==> src/rtl/bcd_timer_ctrl.sv <==
// Start/pause/stop sequencer for a bank of cascaded BCD up/down counters:
// countdown timer or count-up stopwatch with a terminal-value alarm.
module bcd_timer_ctrl #(
  parameter int NDIG = 2
) (
  input  logic              clk,
  input  logic              clr,
  input  logic              tick,
  input  logic              start,
  input  logic              stop,
  input  logic              mode,
  input  logic [4*NDIG-1:0] set_val,
  input  logic [4*NDIG-1:0] cnt_q,
  input  logic [NDIG-1:0]   cnt_co,
  output logic              cnt_ud,
  output logic              cnt_ld,
  output logic [NDIG-1:0]   cnt_en,
  output logic [4*NDIG-1:0] cnt_d,
  output logic              busy,
  output logic              done,
  output logic [2:0]        state
);

  typedef enum logic [2:0] {
    S_IDLE  = 3'd0,
    S_LOAD  = 3'd1,
    S_RUN   = 3'd2,
    S_PAUSE = 3'd3,
    S_DONE  = 3'd4
  } state_t;

  state_t            r_state;
  state_t            w_next;
  logic              r_mode;
  logic [4*NDIG-1:0] r_tgt;
  logic              w_capture;
  logic              w_term;
  logic [NDIG-1:0]   w_cascade;
  logic              w_acc;
  logic              w_unused;

  function automatic logic [4*NDIG-1:0] clamp_bcd(input logic [4*NDIG-1:0] v);
    logic [4*NDIG-1:0] r;
    r = v;
    for (int i = 0; i < NDIG; i++) begin
      if (v[4*i +: 4] > 4'd9) r[4*i +: 4] = 4'd9;
    end
    return r;
  endfunction

  // The top digit's CO has no higher digit to gate.
  assign w_unused = cnt_co[NDIG-1];

  always_comb begin
    w_acc = tick;
    w_cascade = '0;
    for (int i = 0; i < NDIG; i++) begin
      w_cascade[i] = w_acc;
      w_acc = w_acc & cnt_co[i];
    end
  end

  assign w_term = r_mode ? (cnt_q == r_tgt) : (cnt_q == '0);

  always_ff @(posedge clk or negedge clr) begin
    if (!clr) begin
      r_state <= S_IDLE;
      r_mode  <= 1'b0;
      r_tgt   <= '0;
    end else begin
      r_state <= w_next;
      if (w_capture) begin
        r_mode <= mode;
        r_tgt  <= clamp_bcd(set_val);
      end
    end
  end

  always_comb begin
    w_next    = r_state;
    w_capture = 1'b0;
    cnt_ld    = 1'b0;
    cnt_en    = '0;
    cnt_d     = '0;
    case (r_state)
      S_IDLE: begin
        if (start && !stop) begin
          w_next    = S_LOAD;
          w_capture = 1'b1;
        end
      end
      S_LOAD: begin
        // Counters only accept a load while enabled.
        cnt_ld = 1'b1;
        cnt_en = '1;
        cnt_d  = r_mode ? '0 : r_tgt;
        w_next = S_RUN;
      end
      S_RUN: begin
        if (w_term)    w_next = S_DONE;
        else if (stop) w_next = S_PAUSE;
        else           cnt_en = w_cascade;
      end
      S_PAUSE: begin
        if (stop)       w_next = S_IDLE;
        else if (start) w_next = S_RUN;
      end
      S_DONE: begin
        if (stop) begin
          w_next = S_IDLE;
        end else if (start) begin
          w_next    = S_LOAD;
          w_capture = 1'b1;
        end
      end
      default: w_next = S_IDLE;
    endcase
  end

  assign cnt_ud = r_mode;
  assign busy   = (r_state == S_LOAD) || (r_state == S_RUN) || (r_state == S_PAUSE);
  assign done   = (r_state == S_DONE);
  assign state  = r_state;

endmodule

==> config.mk <==
export PLATFORM = sky130hd
export DESIGN_NAME = bcd_timer_ctrl
export DESIGN_NICKNAME = d
export VERILOG_FILES = /design/src/rtl/bcd_timer_ctrl.sv
export SDC_FILE = /design/constraint.sdc
export NUM_CORES = 1
export LEC_CHECK = 0
export ABC_AREA = 1
export CORE_UTILIZATION = 41
export DETAILED_ROUTE_END_ITERATION = 10
export GPL_TIMING_DRIVEN = 0
export PLACE_DENSITY = 0.77
export SYNTH_ARGS = -nofsm -noshare
export SYNTH_HDL_FRONTEND = slang
export SYNTH_SLANG_ARGS = --single-unit
==> constraint.sdc <==
create_clock -name clk -period 1.8 [get_ports clk]
set_input_delay 0.36 -clock clk [delete_from_list [all_inputs] [get_ports clk]]
set_output_delay 0.36 -clock clk [all_outputs]
set_load 0.005 [all_outputs]
==> metrics.md <==
| Metric | Value |
|---|---|
| WL/cell | `13.0 µm` |
| Worst Reg-to-Reg Cells | `10` |
| Largest net degree at the start of global routing | `13` |
| 1st-pass router iterations | `4` |
| Fin area | `1500 µm²` |
| Area of placed instances | `1350 µm²` |
| Fmax | `523 MHz` |
| Vias in the first global route | `1017` |
| Initial antenna violation count | `0` |
| Hold Worst Slack | `0.450 ns` |
| Drt initial violations | `21` |
| Hold_buf cts | `0` |
| Final Slew Violations | `0` |
| Initial core utilization | `0.452` |
| Startpoint types | `flip-flop` |
| Worst Skew | `0.00135 ns` |
| Inst Count DP | `192` |
| Worst-path clk slew | `0.08 ns` |
| Tmin final | `1.91 ns` |
| CORE AREA | `2040 µm²` |
| First-pass GRT wire length | `4.26 mm` |
| Setup Total Neg Slack | `-0.153 ns` |
| Setup repair after global routing missed its margin | `yes` |
| Synth Instances | `126` |
| Max-cap viol count | `0` |
| CTS Buf Count | `3` |
| R2r setup slk | `0.39 ns` |
| Die height | `around 50 µm` |
| GP Congestion | `0.855` |
| Fin crit share | `1.06` |
| Slack of the critical path | `-0.110 ns` |
| Crit path kind | `flip-flop to output port` |
| ANT nets after route | `0` |
| Reg2reg start | `state[2]` |
| Die area | `around 2400 µm²` |
| Vias per Instance | `4.81` |
| CTS tree | `done` |
| Total GRT Usage | `0.232` |
| # setup viols final | `2` |
| Total grt overflow | `0` |
| Synthesized Nets | `150` |
| Max H-tree Level | `1` |
| Synth unique cells | `27` |
| Share of layout cells above drive strength 1 | `0.386` |
| Nets | `209` |
| Synthesized area | `922 µm²` |
| Final hold viol count | `0` |
| Yosys reg bits | `12` |
| Ports | `41` |
| Post-detail-place hpwl | `around 1.8 mm` |
| Worst-margin pin slew | `0.578 ns` |
| Synth Warn # | `0` |
| Pwr per Cell Area | `1300 nW/µm²` |
| Drt total wl | `about 2.7 mm` |
| Longest Clk Path Bufs | `2` |
| Residual DRC count | `0` |
| Register area share after synthesis | `0.326` |
| CTS root buf | `clkbuf_4` |
| Ant. Diodes | `0` |
| CP Capture Type | `output port` |
| Maximum VDD drop | `0.933 mV` |
| Width of the die | `between 40 and 50 µm` |
| Status | `complete, but fails checks` |
| Latest clock arrival within the worst-skew pair | `~0.27 ns` |
| Lkg Pwr | `0.756 nW` |
| DR vias | `1014` |
| Clk sink count | `12` |
| CP arrival | `1.55 ns` |
| Worst EP required | `1.44 ns` |
| Critical Path Fanout Max | `2` |
| Reg2reg end | `state[0]` |
| Slew margin rel. | `0.613` |
| Type of the tightest min-delay check | `input pin to async pin` |
| Core Rows | `16` |
| Port Buffers | `39` |
| Mean post-synth cell area | `about 7.3 µm²` |
| Final Instance Count excl. Fillers | `roughly 210` |
| Failing checks | `negative setup slack` |
| P&R area growth vs syn | `62.3%` |
==> power by group <==
part	leakage (nW)	switching [mW]	internal [mW]
Combinational	0.591	0.652	0.591
Sequential	0.144	0.0878	0.395
Clock	0.0210	0.0963	0.123
==> timing repair <==
item,CTS,global route
resized for setup,57,17
pin swaps,10,7
endpoints found under the setup margin,12,11
buffers inserted,11,4
==> kinds of logic (layout without fill, tap and decap cells) <==
logic type | Yosys count | count (layout) | synth area share
xor gates and xnor gates | 3 | 3 | 0.0285
AOI/OAI and AO/OA | 14 | 14 | 0.0909
buffers and inverters | 31 | 89 | 0.147
DFF | 12 | 12 | 0.326
and+or+nand+nor | 66 | 66 | 0.408
==> worst max path at each step <==
| stage | cells past startpoint | slack [ns] | from | end |
|---|---|---|---|---|
| 6_report | 11 | -0.11 | r_tgt[5] | cnt_en[0] |
| 5_1_grt | 11 | -0.23 | r_tgt[7] | cnt_en[0] |
| 4_1_cts | 7 | -0.20 | cnt_ud | cnt_en[1] |
| 3_5_place_dp | 12 | -0.60 | cnt_q[3] | cnt_en[1] |
| 3_3_place_gp | 12 | -0.57 | cnt_q[3] | cnt_en[1] |
| 2_1_floorplan | 6 | 0.36 | cnt_ud | cnt_en[1] |
==> cell usage after synthesis <==
| cell | n | share of area |
|---|---|---|
| o21ai_2 | 1 | 0.0095 |
| o21ai_1 | 2 | 0.011 |
| nand3_1 | 8 | 0.043 |
| nor2_4 | 2 | 0.024 |
| o21ai_0 | 6 | 0.033 |
| a21oi_1 | 1 | 0.0054 |
| dfrtp_1 | 12 | 0.33 |
| inv_1 | 22 | 0.090 |
| o211ai_1 | 1 | 0.0081 |
| a21boi_1 | 1 | 0.0081 |
| nor3_1 | 2 | 0.011 |
| nor2_2 | 4 | 0.027 |
| nand4_2 | 1 | 0.014 |
| nor3_4 | 1 | 0.018 |
| nor2_1 | 10 | 0.041 |
| and2_4 | 1 | 0.0095 |
| nand2_1 | 25 | 0.10 |
| nor3_2 | 8 | 0.087 |
| nand4_1 | 2 | 0.014 |
| a22oi_1 | 1 | 0.0081 |
| nand3b_1 | 1 | 0.0081 |
| buf_6 | 2 | 0.024 |
| inv_2 | 6 | 0.024 |
| o21bai_1 | 1 | 0.0081 |
| nand3_2 | 1 | 0.011 |
| xor2_1 | 3 | 0.028 |
| buf_4 | 1 | 0.0081 |
==> area by class of cell <==
type,instances,area [µm²]
clock buffer,4,36.3
inverter,28,108
timing repair buffer,54,443
sequential,12,304
tap,27,33.8
multi-input combinational,83,538
buffer,3,33.8
fill,173,546
==> critical path: stages, from the launching register on <==
cell and delay (ns):
dfrtp_1 0.40, inv_2 0.07, nand2_1 0.05, nand2_1 0.07, inv_1 0.04, nand2_2 0.07
nor2_4 0.04, nand3_2 0.07, buf_6 0.10, nand4_1 0.11, o21ai_1 0.14, buf_2 0.12
==> per-stage QoR <==
step	worst slack [ns]	power, mW	util
global route	-0.232	2.09	0.733
finish	-0.110	1.94	0.733
floorplan	0.361	1.07	-
detailed placement	-0.603	1.47	0.659
global placement	-0.568	1.45	0.659
CTS	-0.202	1.82	0.708
==> cells in the final DEF, fill, tap and decap left out, types with 2 or more instances in the layout <==
master / instances
nor3_2: 8
nand3_2: 2
clkbuf_2: 2
inv_2: 9
dfrtp_1: 9
nand2_1: 24
nand4_1: 2
nor2_1: 9
buf_2: 9
o21ai_1: 2
nand3_1: 7
buf_6: 3
dlygate4sd2_1: 10
nor2_4: 5
buf_4: 14
nor3_4: 3
dfrtp_2: 3
clkbuf_4: 3
xor2_1: 3
nor2_2: 2
inv_1: 18
clkdlybuf4s50_1: 18
o21ai_0: 6
==> registers in the layout (all words and copies together) (netlist names) <==
register  count
cnt_ud        1
r_tgt         8
state         3
==> routing by layer <==
metal | wire [µm] | global-route usage | vias up
met5 | 0 | 0 | -
met4 | 8 | 0.0810 | 0
met3 | 97 | 0.0280 | 2
met2 | 1490 | 0.432 | 32
met1 | 1150 | 0.268 | 470
li1 | - | - | 510
Power figures use the tool's default switching activity.
